File: src/rtl/serial_addsub_unit_pkg.sv
// Shared types and constants for the digit-serial add/subtract unit.
// FSM state encoding and op codes used by the top and the digit slice.
package serial_addsub_pkg;

    typedef enum logic [1:0] {
        IDLE = 2'd0,
        CALC = 2'd1,
        DONE = 2'd2
    } state_t;

    localparam logic OP_SUB = 1'b0;
    localparam logic OP_ADD = 1'b1;

endpackage

File: src/rtl/serial_addsub_unit_if.sv
// Operand/result handshake bundle for serial_addsub_unit.
// master drives operands and result acceptance; slave is the unit.
interface serial_addsub_unit_if #(
    parameter int WIDTH = 8
);

    logic             in_valid;
    logic             in_ready;
    logic             op;
    logic [WIDTH-1:0] a;
    logic [WIDTH-1:0] b;
    logic             out_valid;
    logic             out_ready;
    logic [WIDTH-1:0] result;
    logic             cb_out;
    logic             ovf;

    modport master (
        output in_valid,
        output op,
        output a,
        output b,
        output out_ready,
        input  in_ready,
        input  out_valid,
        input  result,
        input  cb_out,
        input  ovf
    );

    modport slave (
        input  in_valid,
        input  op,
        input  a,
        input  b,
        input  out_ready,
        output in_ready,
        output out_valid,
        output result,
        output cb_out,
        output ovf
    );

endinterface

File: src/rtl/serial_addsub_unit_digit.sv
// DIGIT-bit combinational ripple slice of full add/sub cells.
// cb_in/cb_next carry the carry (ADD) or the borrow (SUB).
module digit_addsub
    import serial_addsub_pkg::*;
#(
    parameter int DIGIT = 1
) (
    input  logic [DIGIT-1:0] a_d,
    input  logic [DIGIT-1:0] b_d,
    input  logic             cb_in,
    input  logic             op,
    output logic [DIGIT-1:0] r_d,
    output logic             cb_next
);

    // Ripple the carry/borrow through the digit, LSB first
    always_comb begin
        logic c;
        r_d = '0;
        c   = cb_in;
        for (int i = 0; i < DIGIT; i++) begin
            r_d[i] = a_d[i] ^ b_d[i] ^ c;
            if (op == OP_ADD) begin
                c = (a_d[i] & b_d[i])
                  | ((a_d[i] ^ b_d[i]) & c);
            end else begin
                c = (~a_d[i] & b_d[i])
                  | (~(a_d[i] ^ b_d[i]) & c);
            end
        end
        cb_next = c;
    end

endmodule

File: src/rtl/serial_addsub_unit.sv
// Digit-serial add/subtract unit: WIDTH bits, DIGIT bits per cycle.
// Optional macro SERIAL_ADDSUB_SAT_EN clamps the result on overflow.
module serial_addsub_unit
    import serial_addsub_pkg::*;
#(
    parameter int WIDTH = 8,
    parameter int DIGIT = 1
) (
    input logic                clk,
    input logic                rst_n,
    serial_addsub_unit_if.slave bus
);

    localparam int N  = WIDTH / DIGIT;
    localparam int CW = (N > 1) ? $clog2(N) : 1;
    localparam logic [CW-1:0] LAST = CW'(N - 1);

    if ((WIDTH < 2) || ((WIDTH % DIGIT) != 0)) begin : g_param_chk
        $error("serial_addsub_unit: WIDTH must be >= 2 and a multiple of DIGIT");
    end

    state_t           state;
    logic [CW-1:0]    cnt;
    logic [WIDTH-1:0] a_sr;
    logic [WIDTH-1:0] b_sr;
    logic [WIDTH-1:0] acc;
    logic [WIDTH-1:0] res_q;
    logic             op_q;
    logic             cb_q;
    logic             a_m;
    logic             b_m;
    logic             cb_out_q;
    logic             ovf_q;

    logic [DIGIT-1:0] r_d;
    logic             cb_next;
    logic [WIDTH-1:0] acc_next;
    logic [WIDTH-1:0] res_fin;
    logic             r_m;
    logic             ovf_fin;

    digit_addsub #(
        .DIGIT(DIGIT)
    ) u_digit (
        .a_d     (a_sr[DIGIT-1:0]),
        .b_d     (b_sr[DIGIT-1:0]),
        .cb_in   (cb_q),
        .op      (op_q),
        .r_d     (r_d),
        .cb_next (cb_next)
    );

    // Next result image and the overflow/saturation seen on the final digit
    always_comb begin
        acc_next = acc >> DIGIT;
        acc_next[WIDTH-1 -: DIGIT] = r_d;
        r_m = r_d[DIGIT-1];
        if (op_q == OP_SUB) begin
            ovf_fin = (a_m != b_m) && (r_m != a_m);
        end else begin
            ovf_fin = (a_m == b_m) && (r_m != a_m);
        end
        res_fin = acc_next;
`ifdef SERIAL_ADDSUB_SAT_EN
        // a_m = 0 means the true result overflowed upwards
        if (ovf_fin) begin
            res_fin = a_m ? {1'b1, {(WIDTH-1){1'b0}}}
                          : {1'b0, {(WIDTH-1){1'b1}}};
        end
`endif
    end

    // Handshake FSM, operand shifting and result capture on DONE entry
    always_ff @(posedge clk or negedge rst_n) begin
        if (!rst_n) begin
            state    <= IDLE;
            cnt      <= '0;
            a_sr     <= '0;
            b_sr     <= '0;
            acc      <= '0;
            res_q    <= '0;
            op_q     <= OP_SUB;
            cb_q     <= 1'b0;
            a_m      <= 1'b0;
            b_m      <= 1'b0;
            cb_out_q <= 1'b0;
            ovf_q    <= 1'b0;
        end else begin
            unique case (1'b1)
                (state == IDLE): begin
                    if (bus.in_valid) begin
                        a_sr  <= bus.a;
                        b_sr  <= bus.b;
                        op_q  <= bus.op;
                        a_m   <= bus.a[WIDTH-1];
                        b_m   <= bus.b[WIDTH-1];
                        cnt   <= '0;
                        cb_q  <= 1'b0;
                        state <= CALC;
                    end
                end
                (state == CALC): begin
                    a_sr <= a_sr >> DIGIT;
                    b_sr <= b_sr >> DIGIT;
                    acc  <= acc_next;
                    cb_q <= cb_next;
                    cnt  <= cnt + 1'b1;
                    if (cnt == LAST) begin
                        cnt      <= '0;
                        res_q    <= res_fin;
                        cb_out_q <= cb_next;
                        ovf_q    <= ovf_fin;
                        state    <= DONE;
                    end
                end
                (state == DONE): begin
                    if (bus.out_ready) begin
                        state <= IDLE;
                    end
                end
                default: begin
                    state <= IDLE;
                end
            endcase
        end
    end

    assign bus.in_ready  = (state == IDLE);
    assign bus.out_valid = (state == DONE);
    assign bus.result    = res_q;
    assign bus.cb_out    = cb_out_q;
    assign bus.ovf       = ovf_q;

endmodule

File: src/flat_wrapper.sv
// flat-port wrapper written by rule: the top's interface ports become plain ports
module serial_addsub_unit_flat import serial_addsub_pkg::*;
#(
    parameter int WIDTH = 8,
    parameter int DIGIT = 1
)
  (clk, rst_n, bus_in_valid, bus_op, bus_a, bus_b, bus_out_ready, bus_in_ready, bus_out_valid, bus_result, bus_cb_out, bus_ovf);
  serial_addsub_unit_if #(.WIDTH(WIDTH)) bus_i ();
  input logic clk;
  input logic rst_n;
  input wire logic [$bits(bus_i.in_valid)-1:0] bus_in_valid;
  input wire logic [$bits(bus_i.op)-1:0] bus_op;
  input wire logic [$bits(bus_i.a)-1:0] bus_a;
  input wire logic [$bits(bus_i.b)-1:0] bus_b;
  input wire logic [$bits(bus_i.out_ready)-1:0] bus_out_ready;
  output wire logic [$bits(bus_i.in_ready)-1:0] bus_in_ready;
  output wire logic [$bits(bus_i.out_valid)-1:0] bus_out_valid;
  output wire logic [$bits(bus_i.result)-1:0] bus_result;
  output wire logic [$bits(bus_i.cb_out)-1:0] bus_cb_out;
  output wire logic [$bits(bus_i.ovf)-1:0] bus_ovf;
  assign bus_i.in_valid = bus_in_valid;
  assign bus_i.op = bus_op;
  assign bus_i.a = bus_a;
  assign bus_i.b = bus_b;
  assign bus_i.out_ready = bus_out_ready;
  assign bus_in_ready = bus_i.in_ready;
  assign bus_out_valid = bus_i.out_valid;
  assign bus_result = bus_i.result;
  assign bus_cb_out = bus_i.cb_out;
  assign bus_ovf = bus_i.ovf;
  serial_addsub_unit #(.WIDTH(WIDTH), .DIGIT(DIGIT)) u_core (.clk(clk), .rst_n(rst_n), .bus(bus_i));
endmodule
File: config.mk
export PLATFORM = sky130hd
export DESIGN_NAME = serial_addsub_unit_flat
export DESIGN_NICKNAME = d
export VERILOG_FILES = /design/src/rtl/serial_addsub_unit_pkg.sv /design/src/rtl/serial_addsub_unit_if.sv /design/src/rtl/serial_addsub_unit_digit.sv /design/src/rtl/serial_addsub_unit.sv /design/src/flat_wrapper.sv
export SDC_FILE = /design/constraint.sdc
export NUM_CORES = 1
export LEC_CHECK = 0
export CORE_MARGIN = 5
export CORE_UTILIZATION = 45
export DETAILED_ROUTE_END_ITERATION = 16
export GPL_ROUTABILITY_DRIVEN = 1
export PLACE_DENSITY = 0.72
export SLEW_MARGIN = 40
export SYNTH_ARGS = -nofsm -noshare
export SYNTH_HDL_FRONTEND = slang
export SYNTH_SLANG_ARGS = --single-unit
File: constraint.sdc
create_clock -name clk -period 2.65 [get_ports clk]
set_input_delay 0.53 -clock clk [delete_from_list [all_inputs] [get_ports clk]]
set_output_delay 0.53 -clock clk [all_outputs]
set_load 0.03 [all_outputs]
==> impl_metrics.env <==
export IMPL_status="finished, final reports clean"
export IMPL_cpLargestDelayFamily="buffers and inverters"
export IMPL_area_growth_pct=24.5
export IMPL_htreeDepth=2
export IMPL_die_area_sq_um=5590
export IMPL_drcViolationCount=0
export IMPL_wire_per_inst_microns=15.5
export IMPL_grt_pass1_wl_microns=6900
export IMPL_place_worst_setup_slack_ns=0.648
export IMPL_cp_buffers_inverters=2
export IMPL_gr_usage_all_layers=0.165
export IMPL_maxClockFrequency_mhz=447
export IMPL_ir_worst_vdd_mv=0.477
export IMPL_slew_viol_final=0
export IMPL_regArea_sq_um=1050
export IMPL_synth_cell_area_sq_um=1890
export IMPL_ys_types=23
export IMPL_worstPathMaxFanout=10
export IMPL_syn_mean_instance_area_sq_um=10.7
export IMPL_grt_setup_unrepaired="false"
export IMPL_worst_slew_margin_rel=0.606
export IMPL_clock_sinks=42
export IMPL_power_density_nw_per_um2=1120
export IMPL_post_route_period_util=0.844
export IMPL_cts_buffer_depth=2
export IMPL_multi_input_area_sq_um=767
export IMPL_coreArea_sq_um=4030
export IMPL_finalHoldViolations=0
export IMPL_synth_cells=177
export IMPL_ioPinCount=33
export IMPL_gp_congestion=0.781
export IMPL_die_x_microns=74.8
export IMPL_worstPathArrival_ns=1.71
export IMPL_antennaDiodeCount=0
export IMPL_start_util=0.468
export IMPL_num_vias=1404
export IMPL_clk_latency_ns=0.30
export IMPL_root_buffer="clkbuf_8"
export IMPL_dp_hpwl_microns=2880
export IMPL_cp_slowest_cell="clkdlybuf4s50_1"
export IMPL_drive_gt1_frac=0.123
export IMPL_dr_pass1_iters=5
export IMPL_end_kind="output pin"
export IMPL_p_leak_nw=1.05
export IMPL_yosysSeqAreaShare=0.557
export IMPL_nets=236
export IMPL_cp_required_ns=2.12
export IMPL_cts_inserted_buffers=5
export IMPL_tritoncts="done"
export IMPL_yosysWarningCount=0
export IMPL_path_clk_slew_ns=0.09
export IMPL_postRouteAntennaNets=0
export IMPL_startpoint_type="flop"
export IMPL_grt_start_max_net_pins=43
export IMPL_holdBufCountCts=0
export IMPL_tns_ns=0
export IMPL_critPathKind="reg -> out"
export IMPL_wirelength_microns=4060
export IMPL_cts_resized_gates=0
export IMPL_finalCriticalPeriod_ns=2.24
export IMPL_clock_skew_ns=0.00827
export IMPL_antenna_found_initial=0
export IMPL_fill_cells=341
export IMPL_worst_pin_slew_ns=0.589
export IMPL_port_buffers=32
export IMPL_overflow=0
export IMPL_avgViaCountPerCell=5.36
export IMPL_drv_cap=0
export IMPL_syn_nets=202
export IMPL_finalSetupViolations=0
export IMPL_grt_pass1_vias=1450
export IMPL_hp_class="in -> async"
export IMPL_row_count=23
export IMPL_drt_iter0_drc=131
export IMPL_worst_slack_ns=0.413
export IMPL_post_cts_buffers=0
export IMPL_crit_chain="nand2b_1 -> inv_1 -> clkdlybuf4s50_1"
export IMPL_max_stage_delay_ns=0.66
export IMPL_synth_seq_cells=42
export IMPL_dieHeight_microns=74.8
-- layer usage --
| metal | part of all wire | global-route usage | vias to the layer above |
|---|---|---|---|
| met1 | 0.44 | 0.209 | 693 |
| met4 | 0.015 | 0.0573 | 0 |
| met5 | 0 | 0 | - |
| met3 | 0.046 | 0.0534 | 5 |
| met2 | 0.50 | 0.269 | 36 |
| li1 | - | - | 670 |
-- power breakdown --
group | switching, mW | total, mW | internal [mW] | leakage (nW)
sequential | 0.200 | 1.11 | 0.913 | 0.537
combinational | 0.604 | 1.11 | 0.507 | 0.472
clock | 0.227 | 0.412 | 0.185 | 0.0441
-- stage by stage --
step	hold WS (ns)	cells	instance area (sq um)	total power, mW	util
CTS	0.217	262	2350	2.67	0.583
global placement	0.459	254	2260	2.18	0.560
global route	0.251	262	2350	2.85	0.583
finish	0.212	262	2350	2.64	0.583
detailed placement	0.478	254	2260	2.25	0.561
floorplan	0.234	177	1890	1.85	-
-- area by class of cell --
cell class | count | area share
Clock buffer | 5 | 0.0293
Clock inverter | 3 | 0.00906
Inverter | 4 | 0.00639
Multi-Input combinational cell | 120 | 0.327
Sequential cell | 42 | 0.448
Tap cell | 50 | 0.0266
Timing Repair Buffer | 38 | 0.155
-- layout by cell type (no fill, tap or decap), drive strengths merged --
cell type      synthesis  final
a21oi                 10     10
a22o                   2      2
a22oi                 14     14
a2bb2oi                1      1
buf                    8      7
clkbuf                 3      5
clkdlybuf4s50          0     31
clkinv                 0      2
clkinvlp               0      1
dfrtp                 42     42
fa                     2      2
ha                     2      2
inv                    4      4
mux2                  11     11
mux2i                  2      2
nand2                 32     32
nand2b                 2      2
nand3b                 1      1
nor2                   1      1
nor2b                 16     16
o21ai                 19     19
o21bai                 2      2
o22ai                  1      1
o31ai                  1      1
xnor2                  1      1
-- state kept, by name, summed over array words and instances (netlist names) --
| name | cells |
|---|---|
| u_core.cb_q | 1 |
| u_core.bus.cb_out | 1 |
| u_core.bus.result | 8 |
| u_core.b_m | 1 |
| u_core.b_sr | 8 |
| u_core.cnt | 3 |
| u_core.a_m | 1 |
| u_core.op_q | 1 |
| u_core.a_sr | 8 |
| u_core.acc | 7 |
| u_core.bus.ovf | 1 |
| u_core.state | 2 |
-- Yosys cell counts --
cell type,number,share of area
mux2i_1,2,0.011
a22oi_1,14,0.056
nor2b_1,16,0.053
a22o_1,2,0.0093
buf_4,1,0.0040
o22ai_1,1,0.0033
fa_1,2,0.021
ha_1,2,0.013
nand3b_1,1,0.0040
o21bai_1,2,0.0080
inv_1,4,0.0080
clkbuf_1,3,0.0060
nor2_1,1,0.0020
dfrtp_1,42,0.56
o31ai_1,1,0.0040
a2bb2oi_1,1,0.0046
xnor2_1,1,0.0046
a21oi_1,10,0.027
nand2b_1,2,0.0066
buf_2,7,0.019
nand2_1,32,0.064
mux2_2,11,0.066
o21ai_0,19,0.050
-- final timing paths --
check	start	end	slack [ns]	depth (start not counted)
setup / recovery	u_core.state[0]$_DFFE_PN0P_	bus_out_valid	0.41	3
hold / removal	rst_n	u_core.state[0]$_DFFE_PN0P_	0.21	1
setup reg to reg	u_core.cnt[0]$_DFFE_PN0P_	u_core.bus.result[0]$_DFFE_PN0P_	0.81	4
hold reg to reg	u_core.bus.cb_out$_DFFE_PN0P_	u_core.bus.cb_out$_DFFE_PN0P_	0.49	2
max in group asynchronous	rst_n	u_core.b_sr[4]$_DFFE_PN0P_	2.08	1
min in group clk	u_core.bus.cb_out$_DFFE_PN0P_	u_core.bus.cb_out$_DFFE_PN0P_	0.49	2
-- logic make-up (layout without fill, tap and decap cells) --
family,Yosys count,count (layout),synth area share
simple gates,52,52,0.129
compound gates,50,50,0.162
flops,42,42,0.557
buf+inv,15,50,0.0365
mux,13,13,0.0763
xor+xnor,1,1,0.00464
fa+ha+maj,4,4,0.0345
Power figures use the tool's default switching activity.
